### src/rtl/sram_req_ctrl_if.sv
// sram_req_ctrl_if: bundles the upstream request/response handshake, the
// Busy flag and the SRAM macro pin group of sram_req_ctrl.
//
// Signals:
//   ReqValid_SI/ReqReady_SO        request handshake
//   ReqWrEn_SI, ReqBEn_SI          request type and write byte enables
//   ReqAddr_DI, ReqWrData_DI       request word address and write data
//   RspValid_SO/RspReady_SI        read response handshake
//   RspData_DO                     read response data (FIFO head)
//   Busy_SO                        zero-fill sweep in progress
//   CSel_SO, WrEn_SO, BEn_SO       SRAM chip select, write enable, byte enables
//   Addr_DO, WrData_DO             SRAM address and write data
//   RdData_DI                      SRAM read data
//
// Modports:
//   slave  - controller view (sram_req_ctrl)
//   master - environment view (requester plus SRAM macro)
interface sram_req_ctrl_if #(
  parameter int ADDR_WIDTH = 9
);
  logic                  ReqValid_SI;
  logic                  ReqReady_SO;
  logic                  ReqWrEn_SI;
  logic [7:0]            ReqBEn_SI;
  logic [ADDR_WIDTH-1:0] ReqAddr_DI;
  logic [63:0]           ReqWrData_DI;
  logic                  RspValid_SO;
  logic                  RspReady_SI;
  logic [63:0]           RspData_DO;
  logic                  Busy_SO;
  logic                  CSel_SO;
  logic                  WrEn_SO;
  logic [7:0]            BEn_SO;
  logic [ADDR_WIDTH-1:0] Addr_DO;
  logic [63:0]           WrData_DO;
  logic [63:0]           RdData_DI;

  modport slave (
    input  ReqValid_SI, ReqWrEn_SI, ReqBEn_SI, ReqAddr_DI, ReqWrData_DI,
    input  RspReady_SI, RdData_DI,
    output ReqReady_SO, RspValid_SO, RspData_DO, Busy_SO,
    output CSel_SO, WrEn_SO, BEn_SO, Addr_DO, WrData_DO
  );

  modport master (
    output ReqValid_SI, ReqWrEn_SI, ReqBEn_SI, ReqAddr_DI, ReqWrData_DI,
    output RspReady_SI, RdData_DI,
    input  ReqReady_SO, RspValid_SO, RspData_DO, Busy_SO,
    input  CSel_SO, WrEn_SO, BEn_SO, Addr_DO, WrData_DO
  );
endinterface

### src/rtl/sram_req_ctrl.sv
// sram_req_ctrl: initiator/controller for a single-port 64-bit byte-enable
// SRAM macro. Accepts valid/ready requests, drives the macro pins in the
// accept cycle, collects read data after the macro latency into a small
// response FIFO and returns it in order with ready backpressure. An optional
// zero-fill sweep runs after reset.
//
// Ports:
//   Clk_CI  clock
//   Rst_RI  synchronous active-high reset
//   bus     sram_req_ctrl_if.slave (request, response, Busy, SRAM pins)
//
// state   | meaning
// ST_INIT | zero-fill sweep, one word per cycle, requests blocked
// ST_RUN  | normal operation, requests accepted while credits remain
module sram_req_ctrl #(
  parameter int ADDR_WIDTH    = 9,
  parameter int DATA_DEPTH    = 512,
  parameter int OUT_REGS      = 0,
  parameter int INIT_ON_RESET = 1
) (
  input  logic           Clk_CI,
  input  logic           Rst_RI,
  sram_req_ctrl_if.slave bus
);

  localparam int L         = 1 + OUT_REGS;
  localparam int RSP_DEPTH = L + 2;
  localparam int PW        = (RSP_DEPTH > 1) ? $clog2(RSP_DEPTH) : 1;
  localparam int CW        = $clog2(RSP_DEPTH + 1);
  localparam logic [ADDR_WIDTH-1:0] LAST_ADDR = ADDR_WIDTH'(DATA_DEPTH - 1);
  localparam logic [PW-1:0]         LAST_PTR  = PW'(RSP_DEPTH - 1);

  typedef enum logic {ST_INIT, ST_RUN} state_e;
  localparam state_e RESET_STATE = (INIT_ON_RESET != 0) ? ST_INIT : ST_RUN;

  state_e                state_q, state_d;
  logic [ADDR_WIDTH-1:0] init_addr_q, init_addr_d;
  logic [L-1:0]          pipe_q, pipe_d;
  logic [CW-1:0]         out_q, out_d;
  logic [CW-1:0]         fcnt_q, fcnt_d;
  logic [PW-1:0]         wptr_q, wptr_d;
  logic [PW-1:0]         rptr_q, rptr_d;
  logic [63:0]           fifo_q [RSP_DEPTH];
  logic [63:0]           fifo_d [RSP_DEPTH];

  logic req_ready, accept, rd_acc, push, rsp_valid, pop;

  logic                  sram_csel, sram_wren;
  logic [7:0]            sram_ben;
  logic [ADDR_WIDTH-1:0] sram_addr;
  logic [63:0]           sram_wdata;

  // Credit scheme: every read in the latency pipe or the FIFO holds one
  // credit, so the FIFO cannot overflow and RspReady_SI never blocks a push.
  always_comb begin
    req_ready = !Rst_RI && (state_q == ST_RUN) && (out_q < CW'(RSP_DEPTH));
    accept    = bus.ReqValid_SI && req_ready;
    rd_acc    = accept && !bus.ReqWrEn_SI;
    push      = pipe_q[L-1];
    rsp_valid = !Rst_RI && (fcnt_q != '0);
    pop       = rsp_valid && bus.RspReady_SI;
  end

  always_comb begin
    sram_csel  = 1'b0;
    sram_wren  = 1'b0;
    sram_ben   = '0;
    sram_addr  = '0;
    sram_wdata = '0;
    if (!Rst_RI) begin
      if (state_q == ST_INIT) begin
        sram_csel = 1'b1;
        sram_wren = 1'b1;
        sram_ben  = 8'hFF;
        sram_addr = init_addr_q;
      end else if (accept) begin
        sram_csel  = 1'b1;
        sram_wren  = bus.ReqWrEn_SI;
        sram_ben   = bus.ReqBEn_SI;
        sram_addr  = bus.ReqAddr_DI;
        sram_wdata = bus.ReqWrData_DI;
      end
    end
  end

  always_comb begin
    state_d     = state_q;
    init_addr_d = init_addr_q;
    if (state_q == ST_INIT) begin
      init_addr_d = init_addr_q + ADDR_WIDTH'(1);
      if (init_addr_q == LAST_ADDR) begin
        state_d = ST_RUN;
      end
    end

    pipe_d[0] = rd_acc;
    for (int i = 1; i < L; i++) begin
      pipe_d[i] = pipe_q[i-1];
    end

    fifo_d = fifo_q;
    wptr_d = wptr_q;
    rptr_d = rptr_q;
    if (push) begin
      fifo_d[wptr_q] = bus.RdData_DI;
      wptr_d = (wptr_q == LAST_PTR) ? '0 : wptr_q + PW'(1);
    end
    if (pop) begin
      rptr_d = (rptr_q == LAST_PTR) ? '0 : rptr_q + PW'(1);
    end

    fcnt_d = fcnt_q;
    if (push && !pop) begin
      fcnt_d = fcnt_q + CW'(1);
    end else if (pop && !push) begin
      fcnt_d = fcnt_q - CW'(1);
    end

    out_d = out_q;
    if (rd_acc && !pop) begin
      out_d = out_q + CW'(1);
    end else if (pop && !rd_acc) begin
      out_d = out_q - CW'(1);
    end
  end

  always_ff @(posedge Clk_CI) begin
    if (Rst_RI) begin
      state_q     <= RESET_STATE;
      init_addr_q <= '0;
      pipe_q      <= '0;
      out_q       <= '0;
      fcnt_q      <= '0;
      wptr_q      <= '0;
      rptr_q      <= '0;
      fifo_q      <= '{default: '0};
    end else begin
      state_q     <= state_d;
      init_addr_q <= init_addr_d;
      pipe_q      <= pipe_d;
      out_q       <= out_d;
      fcnt_q      <= fcnt_d;
      wptr_q      <= wptr_d;
      rptr_q      <= rptr_d;
      fifo_q      <= fifo_d;
    end
  end

  assign bus.ReqReady_SO = req_ready;
  assign bus.RspValid_SO = rsp_valid;
  assign bus.RspData_DO  = Rst_RI ? '0 : fifo_q[rptr_q];
  assign bus.Busy_SO     = !Rst_RI && (state_q == ST_INIT);
  assign bus.CSel_SO     = sram_csel;
  assign bus.WrEn_SO     = sram_wren;
  assign bus.BEn_SO      = sram_ben;
  assign bus.Addr_DO     = sram_addr;
  assign bus.WrData_DO   = sram_wdata;

  credit_overflow: assert property (@(posedge Clk_CI) disable iff (Rst_RI)
    !(rd_acc && !pop && (out_q == CW'(RSP_DEPTH))));
  credit_underflow: assert property (@(posedge Clk_CI) disable iff (Rst_RI)
    !(pop && !rd_acc && (out_q == '0)));
  fifo_overflow: assert property (@(posedge Clk_CI) disable iff (Rst_RI)
    !(push && !pop && (fcnt_q == CW'(RSP_DEPTH))));

endmodule
### src/flat_wrapper.sv
// flat-port wrapper written by rule: the top's interface ports become plain ports
module sram_req_ctrl_flat 
#(
  parameter int ADDR_WIDTH    = 9,
  parameter int DATA_DEPTH    = 512,
  parameter int OUT_REGS      = 0,
  parameter int INIT_ON_RESET = 1
)
  (Clk_CI, Rst_RI, bus_ReqValid_SI, bus_ReqWrEn_SI, bus_ReqBEn_SI, bus_ReqAddr_DI, bus_ReqWrData_DI, bus_RspReady_SI, bus_RdData_DI, bus_ReqReady_SO, bus_RspValid_SO, bus_RspData_DO, bus_Busy_SO, bus_CSel_SO, bus_WrEn_SO, bus_BEn_SO, bus_Addr_DO, bus_WrData_DO);
  sram_req_ctrl_if #(.ADDR_WIDTH(ADDR_WIDTH)) bus_i ();
  input  logic Clk_CI;
  input  logic Rst_RI;
  input wire logic [$bits(bus_i.ReqValid_SI)-1:0] bus_ReqValid_SI;
  input wire logic [$bits(bus_i.ReqWrEn_SI)-1:0] bus_ReqWrEn_SI;
  input wire logic [$bits(bus_i.ReqBEn_SI)-1:0] bus_ReqBEn_SI;
  input wire logic [$bits(bus_i.ReqAddr_DI)-1:0] bus_ReqAddr_DI;
  input wire logic [$bits(bus_i.ReqWrData_DI)-1:0] bus_ReqWrData_DI;
  input wire logic [$bits(bus_i.RspReady_SI)-1:0] bus_RspReady_SI;
  input wire logic [$bits(bus_i.RdData_DI)-1:0] bus_RdData_DI;
  output wire logic [$bits(bus_i.ReqReady_SO)-1:0] bus_ReqReady_SO;
  output wire logic [$bits(bus_i.RspValid_SO)-1:0] bus_RspValid_SO;
  output wire logic [$bits(bus_i.RspData_DO)-1:0] bus_RspData_DO;
  output wire logic [$bits(bus_i.Busy_SO)-1:0] bus_Busy_SO;
  output wire logic [$bits(bus_i.CSel_SO)-1:0] bus_CSel_SO;
  output wire logic [$bits(bus_i.WrEn_SO)-1:0] bus_WrEn_SO;
  output wire logic [$bits(bus_i.BEn_SO)-1:0] bus_BEn_SO;
  output wire logic [$bits(bus_i.Addr_DO)-1:0] bus_Addr_DO;
  output wire logic [$bits(bus_i.WrData_DO)-1:0] bus_WrData_DO;
  assign bus_i.ReqValid_SI = bus_ReqValid_SI;
  assign bus_i.ReqWrEn_SI = bus_ReqWrEn_SI;
  assign bus_i.ReqBEn_SI = bus_ReqBEn_SI;
  assign bus_i.ReqAddr_DI = bus_ReqAddr_DI;
  assign bus_i.ReqWrData_DI = bus_ReqWrData_DI;
  assign bus_i.RspReady_SI = bus_RspReady_SI;
  assign bus_i.RdData_DI = bus_RdData_DI;
  assign bus_ReqReady_SO = bus_i.ReqReady_SO;
  assign bus_RspValid_SO = bus_i.RspValid_SO;
  assign bus_RspData_DO = bus_i.RspData_DO;
  assign bus_Busy_SO = bus_i.Busy_SO;
  assign bus_CSel_SO = bus_i.CSel_SO;
  assign bus_WrEn_SO = bus_i.WrEn_SO;
  assign bus_BEn_SO = bus_i.BEn_SO;
  assign bus_Addr_DO = bus_i.Addr_DO;
  assign bus_WrData_DO = bus_i.WrData_DO;
  sram_req_ctrl #(.ADDR_WIDTH(ADDR_WIDTH), .DATA_DEPTH(DATA_DEPTH), .OUT_REGS(OUT_REGS), .INIT_ON_RESET(INIT_ON_RESET)) u_core (.Clk_CI(Clk_CI), .Rst_RI(Rst_RI), .bus(bus_i));
endmodule
### config.mk
export PLATFORM = sky130hd
export DESIGN_NAME = sram_req_ctrl_flat
export DESIGN_NICKNAME = d
export VERILOG_FILES = /design/src/rtl/sram_req_ctrl_if.sv /design/src/rtl/sram_req_ctrl.sv /design/src/flat_wrapper.sv
export SDC_FILE = /design/constraint.sdc
export NUM_CORES = 1
export LEC_CHECK = 0
export ABC_CLOCK_PERIOD_IN_PS = 4550
export BUFFER_PORTS_ARGS = -buffer_cell sky130_fd_sc_hd__buf_4
export CORE_UTILIZATION = 56
export DETAILED_ROUTE_END_ITERATION = 12
export GPL_ROUTABILITY_DRIVEN = 1
export PLACE_DENSITY = 0.86
export SLEW_MARGIN = 20
export SYNTH_ARGS = -nofsm -noshare
export SYNTH_HDL_FRONTEND = slang
export SYNTH_SLANG_ARGS = --single-unit
### constraint.sdc
create_clock -name Clk_CI -period 4.55 [get_ports Clk_CI]
set_input_delay 0.455 -clock Clk_CI [delete_from_list [all_inputs] [get_ports Clk_CI]]
set_output_delay 0.455 -clock Clk_CI [all_outputs]
set_load 0.01 [all_outputs]
# Word-level counts from Yosys, hierarchy flattened
# Cells that the tools add are included.
# W data, S select, Z words.
[word_totals]
regBits = 211
in_bits = 150
word_cells = 77
[classes]
add_sub_neg = 7
magnitude_cmp = 4
eq_ne = 3
mux = 30
bitwise = 3
reduce_logical = 20
[op_table]
columns = ["cell", "count"]
rows = [
  ["$mux W64", 7],
  ["$bwmux W192", 1],
  ["$bmux W64 S2", 1],
  ["$demux W64 S2", 1],
  ["$mux W9", 3],
  ["$mux W8", 3],
  ["$logic_and A1 B1 Y1", 12],
  ["$mux W2", 6],
  ["$add A9 B1 Y9 const B", 1],
  ["$eq A9 B9 Y1 const B", 1],
  ["$add A2 B1 Y2 const B", 4],
  ["$mux W1", 8],
  ["$ge A3 B3 Y1 const B", 2],
  ["$not A2 Y3", 2],
  ["$reduce_bool A2 Y1", 3],
  ["$logic_not A1 Y1", 5],
  ["$eq A2 B2 Y1 const B", 2],
  ["$sub A2 B1 Y2 const B", 2],
  ["$lt A3 B1 Y1 const B", 1],
  ["$lt A2 B2 Y1 const B", 1],
  ["$not A1 Y1", 1],
]

# Depth between registers and ports, before layout
# Gate-level depths: netlist of run 1.
[logic_depth]
depth_word = 9
mapped_depth = 9
mapped_depth_nobuf = 7

# Worst setup path before layout of run 1
# OpenSTA, ideal clock, no wires.
[synth_path]
path_kind = "input port to flip-flop"
start = "input port Rst_RI"
end = "register u_core.out_q[1]"
setup_ns = 0.070
t_arrival_ns = 1.959
path_slack_ns = 2.520
cell_stages = 8
path_buffers = 2
cell_sequence = "buf_2 nor2b_1 and3_1 clkbuf_1 and2_1 ha_1 or3_1 a21oi_1"
[synth_via]
elab_chain_cells = 8
word_cells_on_any_way = 13
[synth_lines]
columns = ["element", "line", "source"]
rows = [
  ["start, declared", "flat_wrapper.sv:12", "input logic Rst_RI;"],
  ["$logic_not A1 Y1 (*)", "sram_req_ctrl.sv:56", "req_ready = !Rst_RI && (state_q == ST_RUN) && (out_q < CW'(RSP_DEPTH));"],
  ["$logic_and A1 B1 Y1 (*) (2 in a row)", "sram_req_ctrl.sv:56", ""],
  ["$logic_and A1 B1 Y1 (*)", "sram_req_ctrl.sv:57", "accept = bus.ReqValid_SI && req_ready;"],
  ["$logic_and A1 B1 Y1 (*)", "sram_req_ctrl.sv:58", "rd_acc = accept && !bus.ReqWrEn_SI;"],
  ["via u_core.pipe_d", "sram_req_ctrl.sv:38", "logic [L-1:0] pipe_q, pipe_d;"],
  ["$logic_not A1 Y1", "sram_req_ctrl.sv:122", "end else if (pop && !rd_acc) begin"],
  ["$logic_and A1 B1 Y1", "sram_req_ctrl.sv:122", ""],
  ["$reduce_bool A2 Y1 (no line)", "n/a", ""],
  ["end signal, assigned", "sram_req_ctrl.sv:141", "out_q <= out_d;"],
  ["end, declared", "sram_req_ctrl.sv:39", "logic [CW-1:0] out_q, out_d;"],
]
# The timed path passes the listed nets; every way through them passes the cells marked *.
# A chain may end at the register's enable or synchronous reset.

# Worst setup path after layout of run 1
[layout_path]
start = "register u_core.rptr_q[1]"
end = "output port bus_RspData_DO[21]"
[layout_via]
elab_chain_cells = 5
[layout_lines]
columns = ["element", "line", "source"]
rows = [
  ["start, declared", "sram_req_ctrl.sv:42", "logic [PW-1:0] rptr_q, rptr_d;"],
  ["start signal, assigned", "sram_req_ctrl.sv:144", "rptr_q <= rptr_d;"],
  ["$not A2 Y3 (not written as such)", "sram_req_ctrl.sv:151", "assign bus.RspData_DO = Rst_RI ? '0 : fifo_q[rptr_q];"],
  ["$bmux W64 S2", "sram_req_ctrl.sv:151", ""],
  ["$mux W64 (not written as such) (2 in a row)", "sram_req_ctrl.sv:151", ""],
  ["$mux W64", "sram_req_ctrl.sv:151", ""],
  ["end, declared", "flat_wrapper.sv:22", "output wire logic [$bits(bus_i.RspData_DO)-1:0] bus_RspData_DO;"],
]
# No other way between the ends. The select of a mux whose other input is x is not followed.

==> results of run 1 <==
## final cells by class
class	instances	area, µm²	area share (%)
diodes	1	2.50	0.0198
clock buffers	31	613	4.85
clock inverters	5	75.1	0.594
inverters	13	48.8	0.386
multi-input cells	964	5040	39.9
flip-flops and latches	211	4230	33.5
well taps	225	282	2.23
repair buffers	312	2350	18.6
## power groups by stage
stage                     combinational [mW]  sequential, mW  clock (mW)
final                                  0.199            1.85        1.74
after global routing                   0.210            1.85        1.83
after CTS                              0.195            1.85        1.75
after detailed placement               0.194            1.89           0
after global placement                 0.193            1.89           0
after floorplan                       0.0524            1.89           0
## metal layers
metal / part of all wire, % / vias up / GRT usage (%) / routed length, µm
met4: 2.6 / 2 / 9.18 / 760
met2: 47 / 454 / 50.2 / 13600
met3: 9.4 / 60 / 7.39 / 2760
li1: - / 4713 / - / -
met1: 41 / 4528 / 39.3 / 12100
met5: 0.038 / - / 0 / 11
## state kept, by name (all words and copies together) (netlist names)
name and count:
u_core.fifo_q 192, u_core.init_addr_q 9, u_core.fcnt_q 2, u_core.out_q 2
u_core.rptr_q 2, u_core.wptr_q 2, u_core.pipe_q 1, u_core.state_q 1
## worst max-delay path, delay by kind of cell, from the launching register on
kind / cells / cell delay (ns)
AND/OR/NAND/NOR: 1 / 0.07
buffers and inverters: 2 / 1.13
AO/OA/AOI/OAI: 1 / 0.52
flip-flops: 1 / 0.73
## through the flow
| stage | power, mW | hold WS, ns |
|---|---|---|
| after global routing | 3.89 | 0.216 |
| final | 3.79 | 0.225 |
| after detailed placement | 2.09 | 0.443 |
| after CTS | 3.80 | 0.220 |
| after floorplan | 1.95 | 0.433 |
| after global placement | 2.09 | 0.438 |
## cell usage after synthesis
master and number:
nand2_1 424, dfxtp_1 211, a21oi_1 206, nor2_1 80, and2_1 67, buf_2 50
clkbuf_1 42, mux2i_1 41, o22a_1 38, mux2_2 28, a22oi_1 26, inv_1 12
a22o_1 8, buf_6 7, xor2_1 7, clkbuf_2 6, nor2b_1 5, ha_1 4
buf_4 3, nand3b_1 3, o21ai_0 3, or3_1 3, a211o_1 2, and3b_1 2
buf_1 2, nand2b_1 2, nand3_1 2, nand4b_1 2, o31ai_1 2, a21bo_2 1
a21o_1 1, and3_1 1, clkinv_1 1, nand4_1 1, nor3_1 1, nor3b_1 1
o21ba_2 1, or3b_1 1, xnor2_1 1
## final timing paths
kind / end / cells after the start / slack [ns]
worst max-delay path: bus_RspData_DO[21] / 4 / 1.14
worst min-delay path: u_core.fifo_q[72] / 3 / 0.23
worst max register to register: u_core.out_q[1] / 6 / 1.56
worst min register to register: u_core.fifo_q[163] / 2 / 0.45
## logic make-up after synthesis
family / Yosys count
buffers and inverters: 123
adders and majority gates: 4
muxes: 69
and+or+nand+nor: 595
DFF: 211
xor gates and xnor gates: 8
AOI/OAI and AO/OA: 288
==> impl_results.md, run 1 <==
* Worst Hold Class: in -> reg
* Post-synthesis mux area share at 7.37%
* Hold path start: bus_RdData_DI[8]
* Post-CTS Hold Buffers at 0
* Clk pin slew, worst setup/hold paths at 0.06 ns
* Max Cap Viol at 0
* Chip width at 135 µm
* Wirelength per Cell at 16.6 µm
* Core Region at 0.0172 mm²
* Netlist cell types at 39
* Cells along the critical path: clkinv_1, a22oi_1, nor2_1, buf_4
* Fin crit share at 75.0%
* Setup violators final at 0
* Crit path from: u_core.rptr_q[1]
* Combinational fraction of design power at 5.2%
* Grt ovf at 0
* PostCTS Resize Cnt at 0
* # clock sinks at 211
* Synth top area cells: dfxtp_1, nand2_1, a21oi_1
* Net Count, Synth at 1452
* Most common cell after layout, fill and taps aside: nand2_1
* Status: complete, no violations
* Area after DPL at 0.0119 mm²
* #FFs+latches synth at 211
* Initial Utilization at 57.1%
* Commonest non-fill, non-tap cells in the layout: nand2_1, buf_4, dfxtp_1
* FILL cells at 1365
* Root buffer cell: clkbuf_16
* Die area at 0.0181 mm²
* P&R area growth vs syn at 28.4%
* # IOs at 300
* Nets at 1677
* Fraction of layout cells with a size suffix above 1 at 24.8%
* Final hold vios at 0
* Final WS setup at 1.14 ns
* Clock Path Buffers at 3
* First-pass GRT wire length at 44100 µm
* Worst Tran Pin Value at 0.976 ns
* Max FO, Critical Path at 33
* Fmax at 293 MHz
* Internal Dissipation at 2.99 mW
* Arrival time worst endpoint at 2.96 ns
* Worst Skew at 0.00923 ns
* Hpwl dp at 18700 µm
* Setup bufs post-CTS at 0
* Mapped Area at 0.00984 mm²
* Placed cells at 1725
* Final Max Slew Viols at 0
* Crit-path max cell delay at 0.95 ns
* CTS tree: done
* Die Span Y at 135 µm
* Static leakage at 4.86 nW
* Clock Latency Late Sink at 0.49 ns
* Site Rows at 48
* Final WL at 29200 µm
* Post-Syn Area per Cell at 7.58 µm²
* ANT nets after route at 0
* Synth top area share at 42.9%
* Final instance area at 0.0126 mm²
* RePlAce Congestion at 0.833
* Compound-Gate Fraction of Synth Area at 17.3%
* CP endpoint kind: primary output
* Largest family of logic cells by synthesized area: simple AND/OR/NAND/NOR gates
* CP Data Required Time at 4.09 ns
* Total GRT Usage at 30.4%
* Fin Setup TNS at 0 ns
* Sequential share of the synthesized area at 42.9%
* Net Switching at 797 µW
* First-pass iteration count of the detailed router at 5
* Unrepaired setup endpoints after global routing: no
* Crit path max-delay cell type: clkinv_1
* Worst setup SP type: register
* Iter 0 DRT Violations at 881
* DP Worst Slack at 1.65 ns
* Slew HR at 35.0%
* Adder-cell area share of the yosys netlist at 0.508%
* Sequential share of power at 48.9%
* Ys Warns at 0
* Via count at 9757
* Synth Instances at 1298
* Port buffer count at 299
* Critical path class: reg -> out
* Total CTS buffers at 21
* Power Density at 300 mW/mm²
* Maximum vdd drop at 0.298 mV
* Vias in the first global route at 8718
* Net Sw Frac at 21.0%
* Critical R2R Launch: u_core.state_q
* Final Core Density at 73.3%
* Synth Area in XOR/XNOR at 0.712%
* Clock power share at 45.8%
* Post-route insts no fill at 1762
* Post-route DRC violation count at 0
* Synth area leader: dfxtp_1
* Simple-gate portion of the synthesized area at 25.1%
* Initial antenna violation count at 2
* Largest net degree at the start of global routing at 91
* Via density at 5.54
* Final min period at 3.41 ns
* H-tree depth at 1
(Power assumes the default switching activity.)
==> run 2, diff against run 1 <==
--- a/config.mk
+++ b/config.mk
@@ -5,12 +5,13 @@
 export SDC_FILE = /design/constraint.sdc
 export NUM_CORES = 1
 export LEC_CHECK = 0
-export ABC_CLOCK_PERIOD_IN_PS = 4550
+export ABC_AREA = 1
+export ABC_CLOCK_PERIOD_IN_PS = 2800
 export BUFFER_PORTS_ARGS = -buffer_cell sky130_fd_sc_hd__buf_4
-export CORE_UTILIZATION = 56
+export CORE_UTILIZATION = 47
 export DETAILED_ROUTE_END_ITERATION = 12
 export GPL_ROUTABILITY_DRIVEN = 1
-export PLACE_DENSITY = 0.86
+export PLACE_DENSITY = 0.77
 export SLEW_MARGIN = 20
 export SYNTH_ARGS = -nofsm -noshare
 export SYNTH_HDL_FRONTEND = slang
==> constraint.sdc (replaced) <==
create_clock -name Clk_CI -period 2.8 [get_ports Clk_CI]
set_input_delay 0.28 -clock Clk_CI [delete_from_list [all_inputs] [get_ports Clk_CI]]
set_output_delay 0.28 -clock Clk_CI [all_outputs]
set_load 0.01 [all_outputs]
==> run 2 against run 1 <==
  * Count of clock-buffer cells in the layout rose by 3
  * Synthesized cell count rose by 15%
  * Synthesized area up 0.67%
  * Worst setup slack got worse by 0.74 ns
  * Register-to-register slack worse by 0.62 ns
  * Sequential share of layout area is 1.2 points lower
  * Hold slack lost 0.20 ns
  * Total power up 70%
  * First-iteration DRC count shrank 37%
  * Via count is 1.6% higher
  * Non-clock buffer count is 4 higher
  * Sequential power is 63% higher
  * Critical path type unchanged
  * Highest routed layer is now met4
==> impl_results.md, run 2 <==
* ANT nets after route at 0 (unchanged)
* Final min period at 2.40 ns
* Final Max Slew Viols at 0 (unchanged)
* Hold Crit Depth at 2 (-1)
* Crit-path max cell delay at 0.47 ns (-0.48 ns)
* Fin Setup TNS at 0 ns (unchanged)
* Final Core Density at 64.1% (-9.2 points)
* CTS tree: done
* Final WL at 28900 µm (-1.1%)
* Setup violators final at 0 (unchanged)
* Commonest cells post-synth: nor2_1, nand2_1, inv_1, dfxtp_1, o21ai_0
* Max Cap Viol at 0 (unchanged)
* Most common cell after layout, fill and taps aside: nor2_1
* Net Count, Synth at 1646 (+13%)
* Post-route DRC violation count at 0 (unchanged)
* DP Worst Slack at 0.709 ns (-0.943 ns)
* Area after DPL at 0.0123 mm² (+3.2%)
* Final instance area at 0.0131 mm² (+3.7%)
* Clk pin slew, worst setup/hold paths at 0.06 ns (about the same)
* Sequential share of the synthesized area at 42.6% (-0.29 points)
* Hold endpoint: u_core.init_addr_q[0]
* Fin crit share at 85.7%
* Critical R2R Launch: u_core.state_q
* # IOs at 300 (unchanged)
* Worst Skew at 0.00686 ns (-0.00237 ns)
* Arrival time worst endpoint at 2.12 ns (-0.84 ns)
* Static leakage at 6.02 nW (+24%)
* Slew HR at 49.2% (+14 points)
* PostCTS Resize Cnt at 0 (unchanged)
* CP top delay family: buffers and inverters
* Max FO, Critical Path at 19 (-42%)
* Fin Hold WS at 0.0272 ns (-0.198 ns)
* Die area at 0.0217 mm² (+20%)
* Asr flop ratio synth at 0% (unchanged)
* Largest register FFs at 192 (unchanged)
* Clock Latency Late Sink at 0.50 ns (about the same)
* Nets at 1888 (+13%)
* H-tree depth at 1 (unchanged)
* Placed cells at 1979 (+15%)
* Most used cell along the critical path: buf_4
* Post-route insts no fill at 2019 (+15%)
* Worst Hold Class: in -> reg
* Number of diodes at 0 (-1)
* Critical path class: reg -> out
* Chip width at 147 µm (+9.4%)
* Mapped Area at 0.00991 mm² (+0.67%)
* Cells along the critical path: nand2_2, buf_4, o211ai_1, nand2_1, inv_1, buf_4
* Top Registers: u_core.fifo_q x192, u_core.init_addr_q x9
* First-pass iteration count of the detailed router at 5 (unchanged)
* Crit path buffers/inverters at 3 (+1)
* Via count at 9910 (+1.6%)
* Largest register by flop count: u_core.fifo_q
* Top-count cell post-synth: nor2_1
* Unrepaired setup endpoints after global routing: no
* Post-synth top flop: dfxtp_1
* Final WS setup at 0.400 ns (-0.737 ns)
* Overall power at 6.46 mW (+70%)
* CP Data Required Time at 2.52 ns (-1.57 ns)
* Initial Utilization at 48.5% (-8.6 points)
* Worst setup SP type: register
* Synth area leader: dfxtp_1
* Reg2reg setup slack at 0.94 ns (-0.62 ns)
* First-pass GRT wire length at 45700 µm (+3.5%)
* Power Density at 493 mW/mm² (+64%)
* Maximum vdd drop at 0.459 mV (+54%)
* Site Rows at 52 (+8.3%)
* Fraction of layout cells with a size suffix above 1 at 23.3% (-1.5 points)
* Largest net degree at the start of global routing at 211 (+130%)
* Via density at 4.91 (-11%)
* Setup bufs post-CTS at 0 (unchanged)
* Hold path start: Rst_RI
* Worst R2R Path Depth at 10 (+4)
* Synth Instances at 1492 (+15%)
* Worst Tran Pin Value at 0.761 ns (-0.214 ns)
* Post-Syn Area per Cell at 6.64 µm² (-12%)
* Crit path max-delay cell type: dfxtp_1
* Synth top area cells: dfxtp_1, nor2_1, o21ai_0
* Clock Path Buffers at 3 (unchanged)
* Grt ovf at 0 (unchanged)
* # clock sinks at 211 (unchanged)
* Fmax at 417 MHz
* #FFs+latches synth at 211 (unchanged)
* Total GRT Usage at 25.9% (-4.5 points)
* Post-synth EDFFs at 0 (unchanged)
* Port buffer count at 299 (unchanged)
* Initial antenna violation count at 0 (-2)
* Ys Warns at 0 (unchanged)
* Final hold vios at 0 (unchanged)
* Root buffer cell: clkbuf_16
* CP endpoint kind: primary output
* Core Region at 0.0204 mm² (+19%)
* Vias in the first global route at 8921 (+2.3%)
* Status: complete, no violations
* RePlAce Congestion at 0.856 (+2.8%)
* Worst r2r dst: u_core.out_q[1]
* P&R area growth vs syn at 32.2%
* Hpwl dp at 18700 µm (+0.33%)
* Synth top area share at 42.6% (-0.29 points)
* Netlist cell types at 22 (-44%)
* Wirelength per Cell at 14.3 µm (-14%)
* Total CTS buffers at 22 (+4.8%)
* Iter 0 DRT Violations at 556 (-37%)
* Die Span Y at 147 µm (+9.4%)
* Commonest non-fill, non-tap cells in the layout: nor2_1, buf_4, nand2_1
-- run 2: changes by cell type in the layout (fill, tap and decap cells not counted), sizes merged, moves of 38 or more --
| cell | change |
|---|---|
| a21oi | -132 |
| and2 | -67 |
| inv | +209 |
| mux2i | -41 |
| nand2 | -188 |
| nor2 | +278 |
| o211ai | +64 |
| o21ai | +201 |
| o22a | -38 |
-- run 2: worst reg2reg max path, stage by stage, from the launching register on --
cell and delay, ns:
dfxtp_1 0.43, nand2_2 0.13, a21oi_4 0.28, nand2_4 0.18, nor2_1 0.19, ha_1 0.28
inv_1 0.08, nand3_1 0.07, nand2_1 0.06, inv_1 0.03, nor2_1 0.08
-- run 2: cells by family (layout without fill, tap and decap cells) --
| kind of cell | Yosys count | in the layout | share of synthesized area (%) |
|---|---|---|---|
| flip-flops | 211 | 211 | 42.6 |
| buffers and inverters | 319 | 576 | 12.6 |
| AND/OR/NAND/NOR | 616 | 616 | 25.3 |
| adder cells (fa/ha/maj) | 4 | 4 | 0.505 |
| AO/OA/AOI/OAI | 342 | 342 | 19.0 |
-- run 2: worst max path at each step --
stage,from,to,slack (ns),cells after the start
floorplan,u_core.state_q,u_core.out_q[1],1.16,10
global placement,Rst_RI,bus_WrEn_SO,0.71,8
detailed placement,Rst_RI,bus_WrEn_SO,0.71,8
CTS,u_core.rptr_q[0],bus_RspData_DO[31],0.37,7
global route,u_core.rptr_q[0],bus_RspData_DO[63],0.18,7
finish,u_core.rptr_q[0],bus_RspData_DO[43],0.40,6
-- run 2: cell type report --
| type | instances | area (µm²) |
|---|---|---|
| Tap cell | 270 | 338 |
| Sequential cell | 211 | 4220 |
| Inverter | 221 | 835 |
| Multi-Input combinational cell | 962 | 4470 |
| Timing Repair Buffer | 316 | 2460 |
| Fill cell | 1914 | 7320 |
| Clock buffer | 34 | 697 |
| Clock inverter | 5 | 75.1 |
-- run 2: where the power goes --
| part | internal (mW) | switching (mW) |
|---|---|---|
| Sequential | 3.00 | 0.00348 |
| Combinational | 0.191 | 0.194 |
| Clock | 1.89 | 1.17 |
-- run 2: what timing repair did --
| item | 4_1_cts | 5_1_grt |
|---|---|---|
| hold buffers | 1 | 0 |
| setup endpoints to repair | 0 | 0 |
| hold endpoints to repair | 1 | 0 |
-- run 2: routing by layer --
layer / GRT usage [%] / part of all wire [%]
met5: 0 / 0
met4: 5.62 / 1.5
met3: 4.75 / 7.2
met2: 42.0 / 46
met1: 35.8 / 46
